[src/rtl/wb_arbiter.sv]
// wb_arbiter: two-source register write-back arbiter (ALU vs load) with conflict counter; define WB_RR_EN for round-robin contention, otherwise M has fixed priority
module wb_arbiter #(
    parameter int CNT_W = 16
) (
    input  logic             clk,
    input  logic             rst,
    input  logic             a_valid,
    output logic             a_ready,
    input  logic [4:0]       a_reg,
    input  logic [31:0]      a_data,
    input  logic             a_ovf,
    input  logic             m_valid,
    output logic             m_ready,
    input  logic [4:0]       m_reg,
    input  logic [31:0]      m_data,
    input  logic             stall,
    output logic             regwrite,
    output logic [4:0]       wrreg,
    output logic [31:0]      wrdata,
    output logic             ovf_err,
    output logic [CNT_W-1:0] conflict_cnt
);
    typedef enum logic {GR_M, GR_A} grant_t;
    grant_t last_grant;
    logic   open;
    logic   both;
    logic   a_wins;
    logic   a_xfer;
    logic   m_xfer;
    // grant decision: ready only when not stalled or in reset, A wins contention by policy
    always_comb begin
        open    = !rst && !stall;
        both    = a_valid && m_valid;
`ifdef WB_RR_EN
        a_wins  = last_grant == GR_M;
`else
        a_wins  = 1'b0;
`endif
        a_ready = open && a_valid && (!m_valid || a_wins);
        m_ready = open && m_valid && (!a_valid || !a_wins);
        a_xfer  = a_valid && a_ready;
        m_xfer  = m_valid && m_ready;
    end
    // registered write port, overflow pulse, grant history and saturating contention count
    always_ff @(posedge clk) begin
        if (rst) begin
            regwrite     <= 1'b0;
            ovf_err      <= 1'b0;
            wrreg        <= '0;
            wrdata       <= '0;
            conflict_cnt <= '0;
            last_grant   <= GR_M;
        end else begin
            regwrite <= 1'b0;
            ovf_err  <= 1'b0;
            if (a_xfer) begin
                wrreg      <= a_reg;
                wrdata     <= a_data;
                regwrite   <= a_reg != 5'd0 && !a_ovf;
                ovf_err    <= a_ovf;
                last_grant <= GR_A;
            end else if (m_xfer) begin
                wrreg      <= m_reg;
                wrdata     <= m_data;
                regwrite   <= m_reg != 5'd0;
                last_grant <= GR_M;
            end
            if (both && !stall && conflict_cnt != '1)
                conflict_cnt <= conflict_cnt + 1'b1;
        end
    end
endmodule

[config.mk]
export PLATFORM = sky130hd
export DESIGN_NAME = wb_arbiter
export DESIGN_NICKNAME = d
export VERILOG_FILES = /design/src/rtl/wb_arbiter.sv
export SDC_FILE = /design/constraint.sdc
export NUM_CORES = 1
export LEC_CHECK = 0
export CAP_MARGIN = 20
export CORE_AREA = 10 10 121 90
export DETAILED_ROUTE_END_ITERATION = 12
export DIE_AREA = 0 0 131 100
export PLACE_DENSITY_LB_ADDON = 0.15
export SYNTH_ARGS = -nofsm -noshare
export SYNTH_HDL_FRONTEND = slang
export SYNTH_SLANG_ARGS = --single-unit
[constraint.sdc]
create_clock -name clk -period 2.15 [get_ports clk]
set_input_delay 0.3225 -clock clk [delete_from_list [all_inputs] [get_ports clk]]
set_output_delay 0.3225 -clock clk [all_outputs]
set_load 0.1 [all_outputs]
Yosys cells after proc, flatten, opt, wreduce, memory -nomap -nowiden
Index checks and enable logic that the tools add are counted.
Widths: inputs -> output; s select.
Word-level totals
  input port bits: 80
  bits in registers: 55
  word-level logic and storage cells: 32
Operators by class
  add/subtract/negate cells: 1
  bitwise gates (word level): 1
  equality and inequality tests: 1
  multiplexer cells: 6
  reduce and logical (&&, ||, !) cells: 18
Operator list (count)
  $mux 32: 2
  $add 16x1->16 const B: 1
  $ne 16x16->1 const B: 1
  $logic_and 1x1->1: 10
  $mux 5: 2
  $reduce_bool 5->1: 2
  $logic_not 1->1: 4
  $mux 1: 2
  $reduce_bool 2->1: 1
  $reduce_or 2->1: 1
  $not 1->1: 1

Depth between registers and ports, before layout
Gate-level depths: netlist of run 1.
  depth in word-level cells: 7
  mapped depth: 7
  depth with buffers taken out: 5

Least setup slack after synthesis of run 1
Ideal clock, no wire load.
  kind: register to register
  start: register conflict_cnt[8]
  end: register conflict_cnt[15]
  arrival: 2467 ps
  slack: -387 ps
  path buffers: 1
  library setup time: 70 ps
  stages on the path, launching flop included: 6
  path through: dfxtp_1 > nand4_1 > nor4_2 > clkbuf_1 > o31ai_1 > a21oi_1
On the way
  longest elaborated chain between the ends: 2
  elaborated cells on any way between the ends: 3
  classes of those cells: 1 x add/sub; 1 x eq/ne; 1 x reduce/logical
RTL lines
  start: declaration: line 21  | output logic [CNT_W-1:0] conflict_cnt
  start signal: assignment: line 69  | conflict_cnt <= conflict_cnt + 1'b1;
  branches (longest 2 deep; another with $add 16x1->16)
Several ways; the timed one is not identified.
A chain may end at the register's enable or synchronous reset.

Worst setup path after layout of run 1
  start: input port a_valid
  end: register conflict_cnt[15]
On the way
  longest elaborated chain between the ends: 3
RTL lines
  start: declaration: line 7  | input logic a_valid,
  $logic_and 1x1->1: line 33  | both = a_valid && m_valid;
  $logic_and 1x1->1 (2 in a row): line 68  | if (both && !stall && conflict_cnt != '1)
No other way between the ends.

==> results of run 1 <==
==> worst register-to-register path: cells and delay by family (launching register included) <==
family | cells | cell delay [ns]
AOI/OAI and AO/OA | 1 | 0.14
DFF | 1 | 0.39
and+or+nand+nor | 3 | 1.29
==> cells by family after synthesis <==
kind of cell,Yosys count,synth area share
multiplexers,38,0.151
flip-flops,55,0.435
AO/OA/AOI/OAI,67,0.183
XOR/XNOR,1,0.00346
adder cells (fa/ha/maj),1,0.00494
AND/OR/NAND/NOR,87,0.184
buffers and inverters,25,0.0386
==> path summary, 6_finish.rpt <==
kind,slack (ns),cells after the start,start,end
setup / recovery,0.06,5,a_valid,conflict_cnt[15]
hold / removal,0.48,2,conflict_cnt[15],conflict_cnt[15]
setup reg to reg,0.26,4,conflict_cnt[2],conflict_cnt[15]
hold reg to reg,0.48,2,conflict_cnt[15],conflict_cnt[15]
==> cell usage in the layout (no fill, tap or decap), drive strengths merged, types with 8 or more instances in the layout <==
cell	n
nor2	41
dfxtp	55
mux2i	37
clkdlybuf4s50	78
a21oi	12
a211oi	37
buf	75
or4	10
clkbuf	8
==> state kept, by name (all words and copies together), names as in the netlist <==
register and flops:
conflict_cnt 16, ovf_err 1, regwrite 1, wrdata 32, wrreg 5
==> power by group through the flow <==
stage	Combinational [mW]	Clock, mW	Sequential [mW]
floorplan	0.120	0	1.41
global placement	0.692	0	1.11
detailed placement	0.694	0	1.11
CTS	0.697	0.900	1.08
global route	0.722	0.930	1.09
finish	0.691	0.861	1.08
==> per-layer routing <==
metal / wire, um / global-route usage / up-vias
met2: 4320 / 0.219 / 74
met4: 106 / 0.0367 / 0
met3: 447 / 0.0337 / 7
met5: 0 / 0 / -
li1: - / - / 1303
met1: 3980 / 0.156 / 1178
==> cell type report <==
type                       count  area (um^2)
multi-input combinational    194         1340
fill                         835         4560
clock buffer                   8          156
sequential                    55         1120
tap                          124          155
inverter                       4         15.0
timing repair buffer         153         1390
==> stage by stage <==
step	setup TNS [ns]	instance area [um^2]	std cells	power [mW]	hold slack [ns]
after floorplan	0	2550	274	1.53	0.424
after global placement	-0.702	4020	530	1.80	0.479
after detailed placement	-1.85	4020	530	1.80	0.476
after CTS	0	4180	538	2.68	0.488
after global routing	0	4180	538	2.74	0.525
final	0	4180	538	2.64	0.484
==> synth_stat cells (all sizes together), types with 5 or more instances <==
| cell type | n |
|---|---|
| nand2 | 7 |
| clkbuf | 14 |
| a21oi | 12 |
| nand4 | 5 |
| buf | 7 |
| o31ai | 7 |
| or4 | 10 |
| o21ai | 5 |
| nor2 | 41 |
| mux2i | 37 |
| a211oi | 37 |
| dfxtp | 55 |
==> key figures, run 1 <==
Run status
  – Status: completed

STA
  – Worst Tran Pin Value: ~0.63 ns
  – Rel. slew slack: 0.579
  – Fmax: roughly 480 MHz
  – PnR worst setup slack: around 0.06 ns
  – Fin crit period: between 2 and 2.5 ns
  – Final setup vio count: 0
  – Slew Viols, Final: 0
  – RSZ-0062 raised after global routing: false
  – Final period util: 0.972
  – Worst Clk Skew: around 0.0025 ns
  – Final Hold Fails: 0

Power
  – Int Power: around 1.8 mW
  – P_sw: about 0.83 mW
  – P_leak: 1.59 nW
  – Peak supply drop: around 0.25 mV
  – Seq pwr share: 0.411
  – Power per cell area: ~630 mW/mm^2
  – Sw Ratio: 0.314
  – Clk pwr share: 0.327
  – Comb power frac: 0.262

Floorplanning
  – Die W: between 100 and 150 um
  – Die footprint: 0.0131 mm^2
  – # IOs: around 140
  – Chip height: around 100 um
  – Initial Util: 0.289
  – Core box area: ~0.009 mm^2
  – Core Rows: 29

Run
  – Max cap viols: 0

Synthesis
  – Yosys top cell area share: 0.435
  – Unique masters post-synth: 38
  – Async S/R FF share, synth: 0
  – Top cell type by total area after synthesis: dfxtp_1
  – Top cells by area, synth: dfxtp_1 43%, mux2i_1 15%, a211oi_1 11%
  – Avg Inst Size Synth: 9.24 um^2
  – Number of synthesized flops with an enable pin: 0
  – Cells after synthesis: ~270
  – Post-Syn Nets: 355
  – Mapped Area: 0.00253 mm^2
  – Synth Register Bits: 55
  – YS warnings: 0
  – Main flop type after synthesis: dfxtp_1
  – Register area share after synthesis: 0.435

Clock tree
  – Root buf cell: clkbuf_16
  – Max Buffers Root-to-Sink: 2
  – Worst-Skew Late Latency: 0.29 ns
  – H-Tree Depth: 2
  – CTS resizes: 0
  – CTS Hold Buffers Added: 0
  – Sink Count: 55
  – CTS clk-pin slew, worst paths: ~0.070 ns
  – CTS tree: yes
  – Num CTS Buffers: 5
  – Post-CTS Setup Inserts: 0

Route
  – Post-DRT Antenna Nets: 0
  – Vias: ~2600
  – # DRC: 0
  – Wire length per cell: approximately 16 um
  – DR vias/cell: roughly 4.8
  – DRT iter0 DRCs: 92
  – Post-Route WL: 8.86 mm
  – Router iterations before antenna repair: 4

Placed design
  – Dpl ws: -0.232 ns
  – Detail Placement HPWL: about 6.6 mm
  – Port Buffers: 136
  – Placer Congestion: 0.730

GRT
  – Vias in the first global route: around 2500
  – First-pass GRT wire length: 13.7 mm
  – Pin count of the biggest net entering global routing: 57
  – GRT Total Usage: 0.129
  – Antenna violations before repair: 0
  – Total grt overflow: 0

Setup path
  – Critical path arrival: 2.30 ns
  – CP max stage cell: or4_1
  – Worst setup EP type: register
  – Worst path bufs/invs: 1
  – Crit start category: primary input
  – Slowest stage delay, CP: approximately 0.66 ns
  – Setup CP Type: in2reg
  – CP most frequent cell: or4_1
  – Critical path peak fanout: 8
  – CP cell instances: clkdlybuf4s50_1 -> nand3b_4 -> or4_1 -> or4_1 -> a21oi_1
  – Largest delay contributor family on the critical path: simple AND/OR/NAND/NOR gates
  – Required @ worst endpoint: ~2.4 ns

Finish
  – # diodes: 0
  – Share of cells above drive strength 1: 0.249
  – Area Growth Syn to Fin: 65.2%
  – Final core occ: 0.478
  – Nets: between 400 and 500

Min path
  – Hold WC Path Type: reg2reg
Note: power is estimated with default switching activity, not from simulation.
==> run 2: changes to the inputs <==
REMOVE_ABC_BUFFERS = 1   (was unset)
==> run 2 against run 1 <==
Net effect:
- design area is 0.72% higher
- fmax up 0.86%
- clock skew up 0.0015 ns
- utilization rose by 0.34 points
- global-route usage grew 0.73 points
- first-iteration DRC count up 91%
- hold slack lost 0.11 ns
- sequential power hardly changed
- largest power group unchanged
- die area is the same
- combinational power barely moved
- non-clock buffer count rose by 10
- sequential cell count unchanged
==> key figures, run 2 (synthesis gave the netlist of run 1 again) <==
GRT
  – GRT Total Usage: 0.136 (was 0.129)
  – First-pass GRT wire length: 14.3 mm (was 13.7 mm)
  – Pin count of the biggest net entering global routing: 51 (was 57)
  – Total grt overflow: 0 (unchanged)
  – Antenna violations before repair: 0 (unchanged)
  – Vias in the first global route: 2521 (was 2545)

Clock tree
  – Root buf cell: clkbuf_16 (unchanged)
  – H-Tree Depth: 2 (unchanged)
  – Worst-Skew Late Latency: 0.29 ns (about the same)
  – CTS clk-pin slew, worst paths: 0.07 ns (about the same)
  – Num CTS Buffers: 5 (unchanged)
  – CTS tree: yes (unchanged)
  – Max Buffers Root-to-Sink: 2 (unchanged)
  – Sink Count: 55 (unchanged)

Route
  – Router iterations before antenna repair: 4 (unchanged)
  – # DRC: 0 (unchanged)
  – Wire length per cell: 17.0 um (was 16.5 um)
  – Post-Route WL: 9.28 mm (was 8.86 mm)
  – Vias: 2622 (was 2562)
  – DR vias/cell: 4.79 (was 4.76)
  – DRT iter0 DRCs: 176 (was 92)
  – Post-DRT Antenna Nets: 0 (unchanged)

STA
  – Final Hold Fails: 0 (unchanged)
  – Final setup vio count: 0 (unchanged)
  – Worst Clk Skew: 0.00393 ns (was 0.00246 ns)
  – Setup TNS: 0 ns (unchanged)
  – Rel. slew slack: 0.612 (was 0.579)
  – RSZ-0062 raised after global routing: false (unchanged)
  – Final period util: 0.963 (was 0.972)
  – Slew Viols, Final: 0 (unchanged)
  – Fmax: 483 MHz (was 479 MHz)
  – Fin crit period: 2.07 ns (was 2.09 ns)
  – Worst Tran Pin Value: 0.583 ns (was 0.631 ns)

Setup path
  – Critical path arrival: 1.75 ns (was 2.30 ns)
  – Largest delay contributor family on the critical path: buffers and inverters (was simple AND/OR/NAND/NOR gates)
  – Required @ worst endpoint: 1.83 ns (was 2.36 ns)
  – Beginning of the worst register-to-register path: conflict_cnt[7] (was conflict_cnt[2])
  – Worst path bufs/invs: 4 (was 1)
  – Slowest stage delay, CP: 0.53 ns (was 0.66 ns)
  – Setup CP Type: in2out (was in2reg)
  – Crit path launch: m_valid (was a_valid)
  – CP cell instances: clkdlybuf4s50_1 -> buf_4 -> nor3b_4 -> buf_12 -> buf_12 (was clkdlybuf4s50_1 -> nand3b_4 -> or4_1 -> or4_1 -> a21oi_1)
  – CP max stage cell: clkdlybuf4s50_1 (was or4_1)
  – CP most frequent cell: buf_12 (was or4_1)
  – Critical path peak fanout: 20 (was 8)
  – CP Depth: 5 (unchanged)
  – Reg2Reg Depth: 4 (unchanged)
  – Worst setup EP type: output pin (was register)
  – Crit start category: primary input (unchanged)

Run
  – Max cap viols: 0 (unchanged)

Floorplanning
  – Initial Util: 0.289 (unchanged)
  – Die W: 131 um (unchanged)
  – Die footprint: 0.0131 mm^2 (unchanged)
  – Chip height: 100 um (unchanged)
  – Core Rows: 29 (unchanged)
  – Core box area: 0.00874 mm^2 (unchanged)
  – # IOs: 137 (unchanged)

Finish
  – Largest registers: wrdata x32, conflict_cnt x16, wrreg x5 (unchanged)
  – Fill cell count: 860 (was 835)
  – Area Growth Syn to Fin: 66.4% (was 65.2%)
  – Share of cells above drive strength 1: 0.229 (was 0.249)
  – Nets: 504 (was 494)
  – Most common cell after layout, fill and taps aside: buf_4 (was clkdlybuf4s50_1)
  – Largest register FFs: 32 (unchanged)
  – Most frequent cells in the layout: 81 x buf_4, 78 x clkdlybuf4s50_1, 55 x dfxtp_1, 41 x nor2_1 (was 78 x clkdlybuf4s50_1, 70 x buf_4, 41 x nor2_1, 39 x dfxtp_1)
  – Largest Register: wrdata (unchanged)
  – # diodes: 0 (unchanged)
  – Final non-filler cell total: 547 (was 538)

Power
  – Peak supply drop: 0.303 mV (was 0.253 mV)
  – P_leak: 1.62 nW (was 1.59 nW)
  – Power per cell area: 617 mW/mm^2 (was 630 mW/mm^2)

Min path
  – Hold WC Path Type: in2reg (was reg2reg)
  – Worst Hold Depth: 2 (unchanged)
  – Worst hold start: rst (was conflict_cnt[15])

Run status
  – Status: completed (unchanged)

Placed design
  – Port Buffers: 136 (unchanged)
  – Detail Placement HPWL: 7.14 mm (was 6.64 mm)
  – Placer Congestion: 0.747 (was 0.730)
  – Placed instance count: 538 (was 530)
[run 2: final cells by class]
| class | count | area (um^2) | share of cell area |
|---|---|---|---|
| repair buffers | 163 | 1450 | 0.345 |
| multi-input cells | 194 | 1340 | 0.319 |
| flip-flops and latches | 55 | 1100 | 0.261 |
| well taps | 124 | 155 | 0.0368 |
| clock buffers | 6 | 139 | 0.0330 |
| inverters | 4 | 15.0 | 0.00356 |
| clock inverters | 1 | 5.00 | 0.00119 |
[run 2: metrics by stage]
stage	hold WS, ns	worst slack [ns]	cell area, um^2	total power [mW]	utilization
after floorplan	0.392	-2.03	2450	1.52	-
after global placement	0.499	-0.161	4050	1.79	0.463
after detailed placement	0.501	-0.203	4050	1.80	0.463
after CTS	0.366	0.0410	4200	2.63	0.480
after global routing	0.381	0.0135	4210	2.71	0.482
final	0.370	0.0792	4210	2.60	0.482
[run 2: repair_timing]
item | CTS | global route
gates resized for setup | 1 | 0
hold buffers | 0 | 0
setup buffers | 0 | 2
endpoints found under the setup margin | 1 | 1
[run 2: worst register-to-register path: cells and delay by family (launching register included)]
kind,cells,cell delay [ns]
and+or+nand+nor,2,1.19
DFF,1,0.44
buffers and inverters,1,0.06
AOI/OAI and AO/OA,1,0.15
[run 2: report_power, final]
| part | internal [mW] | total, mW | switching [mW] |
|---|---|---|---|
| Sequential | 1.06 | 1.08 | 0.0224 |
| Combinational | 0.250 | 0.694 | 0.445 |
| Clock | 0.456 | 0.821 | 0.365 |
| Total | 1.77 | 2.60 | 0.832 |
[run 2: worst paths after layout]
path                            slack (ns)          endpoint
worst min register to register        0.51  conflict_cnt[15]
worst max register to register        0.24  conflict_cnt[15]
worst min-delay path                  0.37  conflict_cnt[11]
worst max-delay path                  0.08           m_ready
[run 2: layer usage]
| layer | GRT usage | vias to the layer above | wire length [um] |
|---|---|---|---|
| met3 | 0.0542 | 5 | 797 |
| met2 | 0.204 | 74 | 4130 |
| li1 | - | 1326 | - |
| met4 | 0.0324 | 0 | 40 |
| met5 | 0 | - | 0 |
| met1 | 0.179 | 1217 | 4310 |
